## config.mk

```make
export PLATFORM = sky130hd
export DESIGN_NAME = mem_port_arbiter
export DESIGN_NICKNAME = d
export VERILOG_FILES = /design/src/rtl/mem_port_arbiter_pkg.sv /design/src/rtl/mem_arb_pick.sv /design/src/rtl/mem_port_arbiter.sv
export SDC_FILE = /design/constraint.sdc
export NUM_CORES = 1
export LEC_CHECK = 0
export BUFFER_PORTS_ARGS = -buffer_cell sky130_fd_sc_hd__buf_2
export CAP_MARGIN = 20
export CORE_MARGIN = 2
export CORE_UTILIZATION = 30
export CTS_CLUSTER_DIAMETER = 50
export DETAILED_ROUTE_END_ITERATION = 10
export MAX_ROUTING_LAYER = met4
export PLACE_DENSITY_LB_ADDON = 0.25
export SLEW_MARGIN = 25
export SYNTH_ARGS = -nofsm -noshare
export SYNTH_HDL_FRONTEND = slang
export SYNTH_SLANG_ARGS = --single-unit
```

## constraint.sdc

```tcl
create_clock -name clock -period 2.28 [get_ports clock]
set_input_delay 0.456 -clock clock [delete_from_list [all_inputs] [get_ports clock]]
set_output_delay 0.456 -clock clock [all_outputs]
set_load 0.05 [all_outputs]
```

## src/rtl/mem_port_arbiter_pkg.sv

```systemverilog
// Shared types and defaults for the two-requester memory port arbiter.
// Latency: n/a (types and constants only).
// Backpressure: n/a.
package mem_port_arbiter_pkg;

  typedef enum logic [1:0] {
    IDLE  = 2'd0,
    ISSUE = 2'd1,
    WAIT  = 2'd2,
    RESP  = 2'd3
  } arb_state_t;

  typedef enum logic {
    OWN_CPU = 1'b0,
    OWN_DMA = 1'b1
  } arb_owner_t;

  localparam int MEM_LAT_DEFAULT       = 1;
  localparam int DMA_BURST_MAX_DEFAULT = 4;

  // Streak counter width; never narrower than one bit so a strict-priority
  // build (burst max of 0) still has a legal vector.
  function automatic int streak_width(input int burst_max);
    return (burst_max > 0) ? $clog2(burst_max + 1) : 1;
  endfunction

endpackage

```

## src/rtl/mem_arb_pick.sv

```systemverilog
// Winner select between CPU and DMA for the next memory access.
// Latency: combinational, zero cycles.
// Backpressure: none; the caller decides when the result is consumed.
module mem_arb_pick
  import mem_port_arbiter_pkg::*;
#(
  parameter int DMA_BURST_MAX = DMA_BURST_MAX_DEFAULT,
  parameter int SW            = streak_width(DMA_BURST_MAX)
) (
  input  logic          cpu_req,
  input  logic          dma_req,
  input  logic [SW-1:0] streak,
  output logic          win_vld,
  output logic          win_dma
);

  logic under_limit;

  // DMA takes ties until it has used up its burst allowance against a waiting CPU
  always_comb begin
    under_limit = (streak < SW'(DMA_BURST_MAX));
    win_vld     = cpu_req | dma_req;
    win_dma     = dma_req & (~cpu_req | under_limit);
  end

endmodule

```

## src/rtl/mem_port_arbiter.sv

```systemverilog
// Shares one memory port between the CPU path and the DMA data-break channel.
// Latency: grant 1 cycle after req is sampled; read data MEM_LAT+1 cycles after that.
// Backpressure: requests are only sampled in IDLE/RESP; a requester holds req until its gnt.
module mem_port_arbiter
  import mem_port_arbiter_pkg::*;
#(
  parameter int MEM_LAT       = MEM_LAT_DEFAULT,
  parameter int DMA_BURST_MAX = DMA_BURST_MAX_DEFAULT
) (
  input  logic        clock,
  input  logic        resetN,
  input  logic        cpu_req,
  input  logic        cpu_we,
  input  logic [11:0] cpu_addr,
  input  logic [11:0] cpu_wdata,
  output logic        cpu_gnt,
  output logic        cpu_rvalid,
  output logic [11:0] cpu_rdata,
  input  logic        dma_req,
  input  logic        dma_we,
  input  logic [11:0] dma_addr,
  input  logic [11:0] dma_wdata,
  output logic        dma_gnt,
  output logic        dma_rvalid,
  output logic [11:0] dma_rdata,
  output logic [11:0] mem_address,
  output logic [11:0] mem_write_data,
  output logic        mem_write_enable,
  output logic        mem_read_enable,
  input  logic [11:0] mem_read_data,
  output logic        busy
);

  localparam int SW = streak_width(DMA_BURST_MAX);

  arb_state_t    state, state_nxt;
  arb_owner_t    owner;
  logic [2:0]    lat_cnt;
  logic [SW-1:0] streak;

  logic          win_vld, win_dma;
  logic          take, rd_done;
  logic          win_we;
  logic [11:0]   win_addr, win_wdata;

  logic          cpu_gnt_nxt, dma_gnt_nxt;
  logic          cpu_rvalid_nxt, dma_rvalid_nxt;
  logic [11:0]   cpu_rdata_nxt, dma_rdata_nxt;
  logic [11:0]   mem_address_nxt, mem_write_data_nxt;
  logic          mem_write_enable_nxt, mem_read_enable_nxt;
  logic          busy_nxt;

  mem_arb_pick #(
    .DMA_BURST_MAX (DMA_BURST_MAX),
    .SW            (SW)
  ) u_pick (
    .cpu_req (cpu_req),
    .dma_req (dma_req),
    .streak  (streak),
    .win_vld (win_vld),
    .win_dma (win_dma)
  );

  // Arbitration happens only at the edge that ends IDLE or RESP
  always_comb begin
    take      = ((state == IDLE) || (state == RESP)) && win_vld;
    rd_done   = (state == WAIT) && (lat_cnt == 3'd1);
    win_we    = win_dma ? dma_we    : cpu_we;
    win_addr  = win_dma ? dma_addr  : cpu_addr;
    win_wdata = win_dma ? dma_wdata : cpu_wdata;
  end

  // State register
  always_ff @(posedge clock or negedge resetN) begin
    if (!resetN) state <= IDLE;
    else         state <= state_nxt;
  end

  // Next-state: writes finish after ISSUE, reads wait out the memory latency
  always_comb begin
    state_nxt = state;
    unique case (state)
      IDLE, RESP: state_nxt = win_vld ? ISSUE : IDLE;
      ISSUE:      state_nxt = mem_write_enable ? IDLE : WAIT;
      WAIT:       state_nxt = rd_done ? RESP : WAIT;
      default:    state_nxt = IDLE;
    endcase
  end

  // Next output values; strobes and grants default low, buses hold
  always_comb begin
    cpu_gnt_nxt          = 1'b0;
    dma_gnt_nxt          = 1'b0;
    cpu_rvalid_nxt       = 1'b0;
    dma_rvalid_nxt       = 1'b0;
    cpu_rdata_nxt        = cpu_rdata;
    dma_rdata_nxt        = dma_rdata;
    mem_address_nxt      = mem_address;
    mem_write_data_nxt   = mem_write_data;
    mem_write_enable_nxt = 1'b0;
    mem_read_enable_nxt  = 1'b0;
    busy_nxt             = (state_nxt != IDLE);
    if (take) begin
      mem_address_nxt      = win_addr;
      mem_write_data_nxt   = win_wdata;
      mem_write_enable_nxt = win_we;
      mem_read_enable_nxt  = ~win_we;
      cpu_gnt_nxt          = ~win_dma;
      dma_gnt_nxt          = win_dma;
    end
    if (rd_done) begin
      if (owner == OWN_DMA) begin
        dma_rvalid_nxt = 1'b1;
        dma_rdata_nxt  = mem_read_data;
      end else begin
        cpu_rvalid_nxt = 1'b1;
        cpu_rdata_nxt  = mem_read_data;
      end
    end
  end

  // Output registers; reset clears every output at once, abandoning any access
  always_ff @(posedge clock or negedge resetN) begin
    if (!resetN) begin
      cpu_gnt          <= 1'b0;
      dma_gnt          <= 1'b0;
      cpu_rvalid       <= 1'b0;
      dma_rvalid       <= 1'b0;
      cpu_rdata        <= '0;
      dma_rdata        <= '0;
      mem_address      <= '0;
      mem_write_data   <= '0;
      mem_write_enable <= 1'b0;
      mem_read_enable  <= 1'b0;
      busy             <= 1'b0;
    end else begin
      cpu_gnt          <= cpu_gnt_nxt;
      dma_gnt          <= dma_gnt_nxt;
      cpu_rvalid       <= cpu_rvalid_nxt;
      dma_rvalid       <= dma_rvalid_nxt;
      cpu_rdata        <= cpu_rdata_nxt;
      dma_rdata        <= dma_rdata_nxt;
      mem_address      <= mem_address_nxt;
      mem_write_data   <= mem_write_data_nxt;
      mem_write_enable <= mem_write_enable_nxt;
      mem_read_enable  <= mem_read_enable_nxt;
      busy             <= busy_nxt;
    end
  end

  // Owner, read-latency countdown and DMA streak against a waiting CPU
  always_ff @(posedge clock or negedge resetN) begin
    if (!resetN) begin
      owner   <= OWN_CPU;
      lat_cnt <= '0;
      streak  <= '0;
    end else begin
      if (take) begin
        owner <= win_dma ? OWN_DMA : OWN_CPU;
        if (win_dma && cpu_req) begin
          if (streak != SW'(DMA_BURST_MAX)) streak <= streak + SW'(1);
        end else begin
          streak <= '0;
        end
      end
      if ((state == ISSUE) && mem_read_enable) lat_cnt <= 3'(MEM_LAT);
      else if (state == WAIT)                  lat_cnt <= lat_cnt - 3'd1;
    end
  end

endmodule

```

==> key figures <==
Synthesis
  • Mapped Nets: between 200 and 300
  • Ys Warns: 0
  • Post-Syn Instances: 196
  • Most frequent cell after synthesis: dfrtp_1
  • Ys flop type: dfrtp_1
  • Async S/R FF share, synth: 100%
  • Sequential area share after synthesis: 60.1%
  • Mapped Avg Cell Area: 13.6 um2
  • Distinct cells, synth: 30
  • Yosys top cell by area: dfrtp_1
  • Post-synth top cells: dfrtp_1, mux2_2, a221o_1, and2_1, inv_1
  • Seq cells post-synth: 64
  • Syn Std Cell Area: 0.00267 mm2
  • Synth top area share: approximately three fifths
  • Post-synth EDFFs: 0
  • Synth top area cells: dfrtp_1, mux2_2, a221o_1, and2_1, ha_1

Drt
  • Routed len/inst: 13.8 um
  • Vias: roughly 2000
  • Drt first-iter violations: ~50
  • WL final: 5990 um
  • DR DRC count: 0
  • First drt pass iteration count: 4
  • Vias per inst: between 4 and 5
  • DRT antenna net count: 0

Worst setup path
  • Crit Path Max Fanout: 13
  • Critical Path Max Stage Delay: 550 ps
  • Critical path cell sequence: inv_1 > ha_1 > nor2b_1 > and3b_1 > mux2_2
  • Worst EP arrival: 2060 ps
  • Crit start category: register
  • Slowest stage cell, crit path: and3b_1
  • WP data required: 2490 ps
  • Crit path capture type: register
  • Critical setup path kind: reg2reg

Place
  • Placer Congestion: about 0.74
  • Port buffer count: 120
  • Hpwl dp: 4450 um
  • DP Cell Count: 419

Die
  • Initial Util: between 30 and 40%
  • Core area: 0.00868 mm2
  • Total Die Area: 0.00965 mm2
  • Number of core rows: 34
  • Die width: 98.3 um
  • Die Y-Extent: 98.3 um
  • I/O pin count: 121

Clock tree
  • Clock Latency Late Sink: roughly 330 ps
  • # clock sinks: 64
  • CTS max path bufs: 2
  • Clock transition at path regs: 70 ps
  • Root buf cell: clkbuf_8
  • CTS Buf Count: 9
  • PostCTS Resize Cnt: 0
  • H-tree depth: 3
  • Hold_buf cts: 0
  • Postcts setup bufs: 0
  • CTS tree: yes

Min path
  • Hold crit path type: in2async

STA
  • Setup TNS: 0 ps
  • Period utilization: 81.1%
  • Worst slew pin tran: 571 ps
  • Max_slew headroom: 62.0%
  • Final setup fails: 0
  • Final Max Tran Viols: 0
  • Worst Skew: 6.60 ps
  • Minimum clock period after layout: 1850 ps
  • RSZ-0062 raised after global routing: false
  • Achievable Freq: 541 MHz
  • Final Hold Fails: 0

Global routing
  • Antenna violations before repair: 0
  • Vias in the first global route: approximately 2000
  • Grt ovf: 0
  • GRT Resource Usage Total: between 10% and 20%
  • Global-route wire length before repair: approximately 9700 um
  • Maximum number of pins on one net before global-route repair: 42

Cells and area
  • # nets final: 395
  • Layout fillers: around 860
  • Share of layout cells above drive strength 1: 50.8%
  • Ant. Diodes: 0
  • Fin cells: 435
  • Layout area overhead: 35.0%

Power and ir drop
  • Worst vdd ir: 0.000660 V
  • Total chip power: roughly 6.3 mW
  • Pwr/cell area: 1750 mW/mm2
  • Pleak: 1.82 nW

Flow run
  • Max-cap violations: 0

Run status
  • Status: finished clean
[per-stage QoR]
step / utilization [%] / hold WS [ps] / setup slack [ps] / area (um2)
finish: 41.5 / 112 / 431 / 3600
global route: 41.5 / 141 / 282 / 3600
CTS: 41.5 / 116 / 399 / 3600
detailed placement: 39.2 / 481 / 414 / 3400
global placement: 39.2 / 471 / 498 / 3400
floorplan: - / 160 / 673 / 2670
[registers in the layout, summed over array words and instances, names as in the netlist, 2 cells and up]
| name | count |
|---|---|
| streak | 3 |
| lat_cnt | 3 |
| cpu_rdata | 12 |
| mem_address | 12 |
| dma_rdata | 12 |
| state | 2 |
| mem_write_data | 12 |
[worst max-delay path: cells and delay by family (launching register included)]
| kind | cells | cell delay (ps) |
|---|---|---|
| adder cells (fa/ha/maj) | 1 | 130 |
| AND/OR/NAND/NOR | 2 | 730 |
| flip-flops | 1 | 380 |
| buffers and inverters | 1 | 80 |
| multiplexers | 1 | 400 |
[layout make-up]
type | instances | area [um2] | area share (%)
clock buffers | 13 | 159 | 4.42
clock inverters | 3 | 40.0 | 1.11
inverters | 9 | 33.8 | 0.939
multi-input cells | 112 | 957 | 26.6
flip-flops and latches | 64 | 1600 | 44.5
well taps | 108 | 135 | 3.76
repair buffers | 126 | 671 | 18.6
[metal layers]
layer  global-route usage [%]  part of all wire (%)  vias up
li1                         -                     -      954
met1                     17.2                    48      894
met2                     18.2                    40      106
met3                     4.01                   9.8        9
met4                     6.32                   2.0        0
met5                        -                     0        -
[kinds of logic after synthesis]
kind of cell               after synthesis  synth area share (%)
AOI/OAI and AO/OA                       34                  11.7
DFF                                     64                  60.1
adders and majority gates                7                  3.29
and+or+nand+nor                         44                  9.72
xor gates and xnor gates                 2                 0.657
muxes                                   25                  10.6
buffers and inverters                   20                  3.99
[worst paths after layout]
path                              start                 to  cells past startpoint  slack [ps]
setup reg to reg             lat_cnt[1]       cpu_rdata[4]                      5         430
max in group asynchronous        resetN     mem_address[6]                      2        1560
hold reg to reg            dma_rdata[6]       dma_rdata[6]                      1         500
setup / recovery             lat_cnt[1]       cpu_rdata[4]                      5         430
min in group clock         cpu_wdata[7]  mem_write_data[7]                      2         350
hold / removal                   resetN         lat_cnt[0]                      1         110
[where the power goes]
| group | internal (mW) | switching, mW | total (mW) |
|---|---|---|---|
| logic | 1.02 | 2.38 | 3.41 |
| clock network | 0.562 | 0.404 | 0.966 |
| registers | 1.67 | 0.264 | 1.93 |
[cell usage in the layout, fill, tap and decap left out, types with 2 or more instances in the layout]
master,Yosys,routed
mux2_2,25,25
nand3_1,2,2
buf_2,4,120
nand3b_1,2,2
nor2b_1,2,2
clkbuf_8,0,11
a22o_1,2,2
nand2_1,6,6
buf_12,0,2
a221o_1,24,24
ha_1,7,7
nor2_1,2,2
buf_4,1,4
nor3b_1,2,2
inv_1,9,9
and2_1,24,24
dfrtp_1,64,64
clkinv_2,0,2
a21oi_1,2,2
clkbuf_1,3,2
Note: power is estimated with default switching activity, not from simulation.
